`config.mk`:
```
export PLATFORM = sky130hd
export DESIGN_NAME = fetch_stage
export DESIGN_NICKNAME = d
export VERILOG_FILES = /design/src/rtl/fetch_stage.sv
export SDC_FILE = /design/constraint.sdc
export NUM_CORES = 1
export LEC_CHECK = 0
export CAP_MARGIN = 20
export CORE_MARGIN = 4
export CORE_UTILIZATION = 45
export CTS_CLUSTER_SIZE = 24
export DETAILED_ROUTE_END_ITERATION = 16
export GPL_TIMING_DRIVEN = 1
export PLACE_DENSITY = 0.76
export SLEW_MARGIN = 20
export SYNTH_ARGS = -nofsm -noshare
export SYNTH_HDL_FRONTEND = slang
export SYNTH_SLANG_ARGS = --single-unit
```
`constraint.sdc`:
```
create_clock -name clk -period 3.2 [get_ports clk]
set_input_delay 0.96 -clock clk [delete_from_list [all_inputs] [get_ports clk]]
set_output_delay 0.96 -clock clk [all_outputs]
set_load 0.01 [all_outputs]
```
`src/rtl/fetch_stage.sv`:
```
// Instruction fetch stage: PC register, single-outstanding imem handshake, IF/ID pipeline register.
// Latency: IF/ID loads on the edge where the instruction is available (0-wait memory gives 1 instr/cycle).
// Backpressure: stallf holds the PC and parks a returned instruction in ibuf; stalld holds IF/ID.
module fetch_stage #(
  parameter logic [31:0] RESET_PC  = 32'h0000_0000,
  parameter logic [31:0] NOP_INSTR = 32'h0000_0013
) (
  input  logic        clk,
  input  logic        rst,
  input  logic        stallf,
  input  logic        stalld,
  input  logic        flushd,
  input  logic        pcsrc,
  input  logic [31:0] pctarget,
  output logic        imem_req,
  output logic [31:0] imem_addr,
  input  logic        imem_rvalid,
  input  logic [31:0] imem_rdata,
  output logic [31:0] instrd,
  output logic [31:0] pcd,
  output logic [31:0] pcplus4d,
  output logic        validd
);

  typedef enum logic [1:0] {
    S_FETCH = 2'd0,  // request outstanding
    S_READY = 2'd1,  // instruction parked in ibuf, PC stalled
    S_DROP  = 2'd2   // waiting to swallow a response made stale by a redirect
  } state_t;

  state_t      state_q, state_d;
  logic [31:0] pcf_q, pcf_d;
  logic [31:0] ibuf_q, ibuf_d;
  logic [31:0] instrd_q, instrd_d;
  logic [31:0] pcd_q, pcd_d;
  logic [31:0] pcplus4d_q, pcplus4d_d;
  logic        validd_q, validd_d;

  logic        avail;
  logic [31:0] instr_src;
  logic [31:0] pcf_plus4;

  assign imem_req  = (state_q == S_FETCH) && !rst;
  assign imem_addr = pcf_q;
  assign instrd    = instrd_q;
  assign pcd       = pcd_q;
  assign pcplus4d  = pcplus4d_q;
  assign validd    = validd_q;

  // Next-state for the FSM, PC, instruction buffer and IF/ID register.
  always_comb begin
    state_d    = state_q;
    pcf_d      = pcf_q;
    ibuf_d     = ibuf_q;
    instrd_d   = instrd_q;
    pcd_d      = pcd_q;
    pcplus4d_d = pcplus4d_q;
    validd_d   = validd_q;

    pcf_plus4 = pcf_q + 32'd4;
    avail     = ((state_q == S_FETCH) && imem_rvalid) || (state_q == S_READY);
    instr_src = (state_q == S_READY) ? ibuf_q : imem_rdata;

    case (state_q)
      S_FETCH: begin
        if (pcsrc && !imem_rvalid) begin
          state_d = S_DROP;
        end else if (pcsrc) begin
          state_d = S_FETCH;  // response belongs to the wrong path; drop it
        end else if (imem_rvalid && stallf) begin
          state_d = S_READY;
          ibuf_d  = imem_rdata;
        end
      end
      S_READY: begin
        if (pcsrc || !stallf) state_d = S_FETCH;
      end
      S_DROP: begin
        if (imem_rvalid) state_d = S_FETCH;
      end
      default: state_d = S_FETCH;
    endcase

    // Redirect beats stall beats sequential advance.
    if (pcsrc) begin
      pcf_d = pctarget;
    end else if (!stallf && avail) begin
      pcf_d = pcf_plus4;
    end

    // Flush beats stall; anything not loaded becomes a bubble.
    if (flushd) begin
      instrd_d   = NOP_INSTR;
      pcd_d      = 32'd0;
      pcplus4d_d = 32'd0;
      validd_d   = 1'b0;
    end else if (!stalld) begin
      if (avail && !pcsrc) begin
        instrd_d   = instr_src;
        pcd_d      = pcf_q;
        pcplus4d_d = pcf_plus4;
        validd_d   = 1'b1;
      end else begin
        instrd_d   = NOP_INSTR;
        pcd_d      = 32'd0;
        pcplus4d_d = 32'd0;
        validd_d   = 1'b0;
      end
    end
  end

  // State registers with synchronous reset overriding every other input.
  always_ff @(posedge clk) begin
    if (rst) begin
      state_q    <= S_FETCH;
      pcf_q      <= RESET_PC;
      ibuf_q     <= 32'd0;
      instrd_q   <= NOP_INSTR;
      pcd_q      <= 32'd0;
      pcplus4d_q <= 32'd0;
      validd_q   <= 1'b0;
    end else begin
      state_q    <= state_d;
      pcf_q      <= pcf_d;
      ibuf_q     <= ibuf_d;
      instrd_q   <= instrd_d;
      pcd_q      <= pcd_d;
      pcplus4d_q <= pcplus4d_d;
      validd_q   <= validd_d;
    end
  end

endmodule

```
==> impl_metrics.json, run 1 <==
{
  "design.die.area_mm2": 0.0177,
  "core_area_mm2": 0.0153,
  "min_from": "pcplus4d[30]",
  "power.internal_mw": 3.55,
  "htree_num_levels": 4,
  "clock_sinks": 161,
  "first_global_vias": 6624,
  "syn_avg_cell_area_um2": 8.50,
  "final.period_utilization_pct": 86.2,
  "hold_end": "pcplus4d[30]",
  "clkTransAtPathRegs_ps": 60,
  "gp_congestion": 0.902,
  "drc_errors": 0,
  "criticalPathCategory": "in -> out",
  "finalPower_mw": 4.69,
  "setup_viol": 0,
  "netSwitchingFraction_pct": 24.3,
  "start_util_pct": 46.1,
  "switchingPower_mw": 1.14,
  "grt_pass1_wl_mm": 35.5,
  "cts_tree": "yes",
  "p_seq_share_pct": 45.3,
  "grtUsageTotal_pct": 24.9,
  "die_y_um": 133,
  "cts_setup_buffers": 0,
  "cts-root-buf": "clkbuf_16",
  "drv_cap": 0,
  "critical_path_arrival_ps": 1800,
  "vdd_drop_max_v": 0.000368,
  "regToRegEndpoint": "imem_addr[20]",
  "required_ps": 2240,
  "dr.pass1.iters": 5,
  "antenna_found_initial": 2,
  "wire_per_inst_um": 18.3,
  "io_pins": 201,
  "final_cell_mix": "198 x clkdlybuf4s50_1, 161 x dfxtp_1, 119 x nand2_1",
  "tightest_slew_ps": 804,
  "rsz0062_at_grt": "no",
  "fp-row-count": 45,
  "max_clock_freq_mhz": 362,
  "synth_edf_count": 0,
  "power_density_mw_per_mm2": 475,
  "maxSlewHeadroom_pct": 46.4,
  "hold_depth": 2,
  "avgViaCountPerCell": 5.67,
  "path_max_fanout": 2,
  "port_buffers": 200,
  "hold_viol": 0,
  "cts.path.max_buffers": 2,
  "numCtsBuffers": 17,
  "combPwrFrac_pct": 10.7,
  "clockPowerShare_pct": 44.0,
  "post_cts_resized": 0,
  "final.setup_skew_ps": 10.9,
  "r2r_cells": 5,
  "finish.net_count": 1074,
  "worst_setup_path_start_kind": "primary input",
  "syn-cell-area_mm2": 0.00704,
  "routed_wl_mm": 22.5,
  "hold_path_class": "reg -> reg",
  "grt_max_degree": 71,
  "p_leak_nw": 3.32,
  "yosys_register_bits": 161,
  "worst_setup_path_end_kind": "primary output",
  "ys.warnings.count": 0,
  "reg2reg_slack_ps": 490,
  "drt_iter0_drc": 640,
  "worstSkewPairLatency_ps": 430,
  "setup_tns_ps": 0,
  "area_growth_pct": 40.5,
  "overflow": 0,
  "synth_ff_type": "dfxtp_1",
  "dieWidth_um": 133,
  "ctsHoldBuffers": 0,
  "vias": 6953,
  "ant_nets": 0,
  "period_needed_ps": 2760,
  "ys_types": 57,
  "mostFrequentLayoutCell": "clkdlybuf4s50_1",
  "r2r_start": "imem_addr[3]",
  "outcome": "finished, final reports clean",
  "final-max-slew-violation-count": 0,
  "async_flop_share_pct": 0,
  "ys_seq_area_share_pct": 45.8,
  "syn_nets": 900,
  "fill_cells": 1282,
  "synth_cells": 828,
  "drive_gt1_share_pct": 10.8,
  "dp_hpwl_mm": 14.9
}
power by group through the flow:
stage,registers [mW],logic (mW),clock network [mW]
3_3_place_gp,2.17,0.496,0
3_5_place_dp,2.17,0.499,0
2_1_floorplan,2.16,0.233,0
4_1_cts,2.12,0.505,2.08
6_report,2.13,0.504,2.06
5_1_grt,2.13,0.546,2.16
kinds of logic after synthesis:
group | Yosys count | synth area share (%)
AND/OR/NAND/NOR | 338 | 22.9
XOR/XNOR | 18 | 2.24
flip-flops | 161 | 45.8
buffers and inverters | 86 | 4.89
AO/OA/AOI/OAI | 190 | 18.6
adder cells (fa/ha/maj) | 1 | 0.178
multiplexers | 34 | 5.40
flip-flops by register name (all words and copies together), names as in the netlist:
| signal | count |
|---|---|
| ibuf_q | 32 |
| imem_addr | 32 |
| instrd | 32 |
| pcd | 32 |
| pcplus4d | 30 |
| state_q | 2 |
| validd | 1 |
Yosys cell counts, types with 5 or more instances:
cell      number  area, µm²
and2_1         6       37.5
a21oi_1       39        195
a211oi_1       8       60.1
o211ai_1      17        128
a22oi_1       65        488
nor3_1        15       75.1
or4_1         30        225
a311oi_1       7       61.3
xnor2_1       16        140
a31oi_1        7       43.8
or3_1          7       43.8
inv_1          7       26.3
nor4_1        11       68.8
nand4_1       10       62.6
dfxtp_1      161       3220
mux2_2        32        360
or2_2          6       37.5
nand3_1       20        100
o31ai_1        5       37.5
nor2_1        96        360
o22ai_1        6       37.5
nand2_1      119        447
clkbuf_1      67        251
o21ai_0       14       70.1
worst max-delay path by stage:
stage / from / end / slack (ps) / cells after the start
after floorplan: rst / imem_req / 630 / 3
after global placement: stallf / imem_addr[31] / 360 / 6
after detailed placement: stallf / imem_addr[31] / 340 / 6
after CTS: rst / imem_req / 420 / 3
after global routing: state_q[1] / imem_req / 310 / 2
final: rst / imem_req / 440 / 3
per-layer routing:
layer  part of all wire, %  vias to the layer above  GRT usage [%]  routed length (µm)
li1                      -                     3328              -                   -
met1                    43                     3316           32.3                9720
met2                    47                      271           38.4               10600
met3                   7.5                       38           8.29                1680
met4                   2.2                        0           9.64                 500
met5                     0                        -              0                   0
cell type report:
class / instances / area, µm² / share of cell area [%]
diodes: 2 / 5.00 / 0.0506
clock buffers: 21 / 450 / 4.55
clock inverters: 10 / 136 / 1.38
inverters: 7 / 26.3 / 0.266
multi-input cells: 581 / 3490 / 35.3
flip-flops and latches: 161 / 3220 / 32.6
well taps: 211 / 264 / 2.67
repair buffers: 234 / 2300 / 23.2
metrics by stage:
| stage | cells | hold slack, ps | instance area (µm²) | setup WS, ps | util, % |
|---|---|---|---|---|---|
| finish | 1227 | 452 | 9890 | 440 | 64.8 |
| global route | 1227 | 471 | 9890 | 310 | 64.8 |
| CTS | 1225 | 456 | 9880 | 417 | 64.8 |
| detailed placement | 1194 | 443 | 9300 | 340 | 60.9 |
| global placement | 1194 | 437 | 9300 | 364 | 60.9 |
| floorplan | 828 | 434 | 7040 | 631 | - |
critical path: stages:
cell and delay [ps]:
buf_2 110, nor3_1 130, clkdlybuf4s50_1 600
No activity file was read; power rests on OpenSTA's default activity.
==> run 2: changes to the inputs <==
Settings changed: ABC_AREA set to 1, CTS_CLUSTER_SIZE 24 to unset.
==> run 2 against run 1 <==
Net effect: largest power group unchanged; sequential power about the same; largest cell class unchanged; core utilization decreased by 0.23 points; critical path depth unchanged.
==> impl_metrics.json, run 2 <==
{
  "yosys_register_bits": 161,
  "antenna_found_initial": 0,
  "vdd_drop_max_v": 0.000347,
  "tightest_slew_ps": 891,
  "maxSlewHeadroom_pct": 40.6,
  "netSwitchingFraction_pct": 23.7,
  "io_pins": 201,
  "path_max_fanout": 2,
  "dieWidth_um": 134,
  "drt_iter0_drc": 379,
  "period_needed_ps": 3000,
  "cts_tree": "yes",
  "rsz0062_at_grt": "no",
  "wl_met1_mm": 9.32,
  "async_flop_share_pct": 0,
  "final-max-slew-violation-count": 0,
  "cts-root-buf": "clkbuf_16",
  "setup_viol": 0,
  "worst_slack_ps": 201,
  "synth.area.top_cells": "dfxtp_1 45%, nand2_1 18%, a21oi_1 9.8%",
  "p_leak_nw": 3.70,
  "final_area_mm2": 0.00993,
  "dr.pass1.iters": 5,
  "final_cell_mix": "348 x nand2_1, 199 x clkdlybuf4s50_1, 161 x dfxtp_1",
  "worst_setup_path_end_kind": "primary output",
  "syn-cell-area_mm2": 0.00716,
  "ys_seq_area_share_pct": 45.0,
  "criticalPathCategory": "in -> out",
  "critical_path_arrival_ps": 2040,
  "drv_cap": 0,
  "clock_sinks": 161,
  "gp_congestion": 0.878,
  "syn_avg_cell_area_um2": 7.09,
  "r2r_start": "imem_addr[3]",
  "p_seq_share_pct": 44.9,
  "synth_ff_type": "dfxtp_1",
  "dp_slack_ps": 203,
  "place_area_mm2": 0.00931,
  "r2r_cells": 8,
  "top_layer": "met4",
  "numCtsBuffers": 17,
  "drive_gt1_share_pct": 7.85,
  "post_cts_resized": 0,
  "hold_path_class": "reg -> reg",
  "worstSkewPairLatency_ps": 410,
  "routed_wl_mm": 20.9,
  "fill_cells": 1353,
  "finish.net_count": 1256,
  "reg2reg_slack_ps": 1450,
  "synth_cells": 1009,
  "grt_pass1_wl_mm": 34.0,
  "netlist_top_cells_count": "348 x nand2_1, 161 x dfxtp_1, 140 x a21oi_1",
  "wire_per_inst_um": 14.8,
  "grt_max_degree": 67,
  "final.setup_skew_ps": 6.28,
  "multi_input_area_mm2": 0.00338,
  "required_ps": 2240,
  "start_util_pct": 46.6,
  "outcome": "finished, final reports clean",
  "synth_most_common_cell": "nand2_1",
  "seq_area_mm2": 0.00322,
  "dr_wl_met3_mm": 1.26,
  "hold_end": "ibuf_q[11]",
  "clockPowerShare_pct": 44.8,
  "hold_depth": 2,
  "overflow": 0,
  "port_buffers": 200,
  "fin_hold_ws_ps": 444,
  "switchingPower_mw": 1.12,
  "die_y_um": 134,
  "synth_top_cell_area_share_pct": 45.0,
  "cts_setup_buffers": 0,
  "vias": 7061,
  "power_density_mw_per_mm2": 477,
  "avgViaCountPerCell": 5.01,
  "max_clock_freq_mhz": 333,
  "setup_tns_ps": 0,
  "fin_util_pct": 64.6,
  "final.period_utilization_pct": 93.7,
  "core_area_mm2": 0.0154,
  "yosysTopAreaCell": "dfxtp_1",
  "drc_errors": 0,
  "n_antenna_cell": 0,
  "htree_num_levels": 4,
  "power.internal_mw": 3.61,
  "ys.warnings.count": 0,
  "worst_setup_path_start_kind": "primary input",
  "fp-row-count": 45,
  "area_growth_pct": 38.7,
  "syn_nets": 1081,
  "combPwrFrac_pct": 10.3,
  "mostFrequentLayoutCell": "nand2_1",
  "cts.path.max_buffers": 2,
  "design.die.area_mm2": 0.0180,
  "synth_edf_count": 0,
  "first_global_vias": 6720,
  "clkTransAtPathRegs_ps": 50,
  "dr_wl_met2_mm": 9.81,
  "grtUsageTotal_pct": 23.3,
  "ys_types": 34,
  "ctsHoldBuffers": 0,
  "hold_viol": 0,
  "dp_hpwl_mm": 14.6,
  "ant_nets": 0,
  "regToRegEndpoint": "imem_addr[12]",
  "min_from": "ibuf_q[11]"
}
run 2: cell types whose count changed after synthesis, sizes merged, moves of 28 or more:
| cell | delta |
|---|---|
| or4 | -31 |
| a21oi | +108 |
| nand2 | +242 |
| nor2 | -39 |
| clkbuf | -28 |
| mux2 | -32 |
| a22oi | -65 |
| o21ai | +69 |
| inv | +77 |
run 2: metrics by stage:
stage,cells,power (mW)
detailed placement,1376,2.65
CTS,1408,4.76
floorplan,1009,2.40
global route,1408,4.92
global placement,1376,2.64
finish,1408,4.73
run 2: per-layer routing:
layer / track usage [%] / vias to the layer above
met1: 30.7 / 3238
met5: 0 / -
met4: 7.69 / 0
met3: 5.33 / 36
met2: 38.0 / 228
li1: - / 3559
run 2: how the worst max path moves through the flow:
stage / slack [ps] / start / depth (start not counted) / endpoint
final: 200 / rst / 3 / imem_req
after global placement: 210 / imem_rvalid / 7 / imem_addr[16]
after CTS: 200 / rst / 3 / imem_req
after floorplan: 910 / rst / 2 / imem_req
after detailed placement: 200 / rst / 3 / imem_req
after global routing: 130 / rst / 3 / imem_req
run 2: power groups by stage:
stage	clock (mW)	sequential (mW)	combinational (mW)
2_1_floorplan	0	2.16	0.235
3_3_place_gp	0	2.16	0.479
3_5_place_dp	0	2.17	0.486
4_1_cts	2.15	2.12	0.490
5_1_grt	2.24	2.13	0.543
6_report	2.12	2.12	0.488
run 2: layout make-up:
class | count | share of cell area [%]
multi-input combinational | 706 | 34.1
sequential | 161 | 32.5
timing repair buffer | 214 | 21.5
clock buffer | 22 | 4.58
inverter | 84 | 3.19
tap | 211 | 2.66
clock inverter | 10 | 1.60
run 2: critical path, cell delays in order:
cell and delay (ps):
clkdlybuf4s50_1 430, nor2_1 110, clkdlybuf4s50_1 540
run 2: cell families (layout without fill, tap and decap cells):
group           Yosys count  count (layout)  share of synthesized area (%)
xor+xnor                 14              14                           2.13
fa+ha+maj                 1               1                          0.175
buf+inv                 142             330                           7.78
flops                   161             161                           45.0
simple gates            447             447                           27.0
compound gates          244             244                           17.9
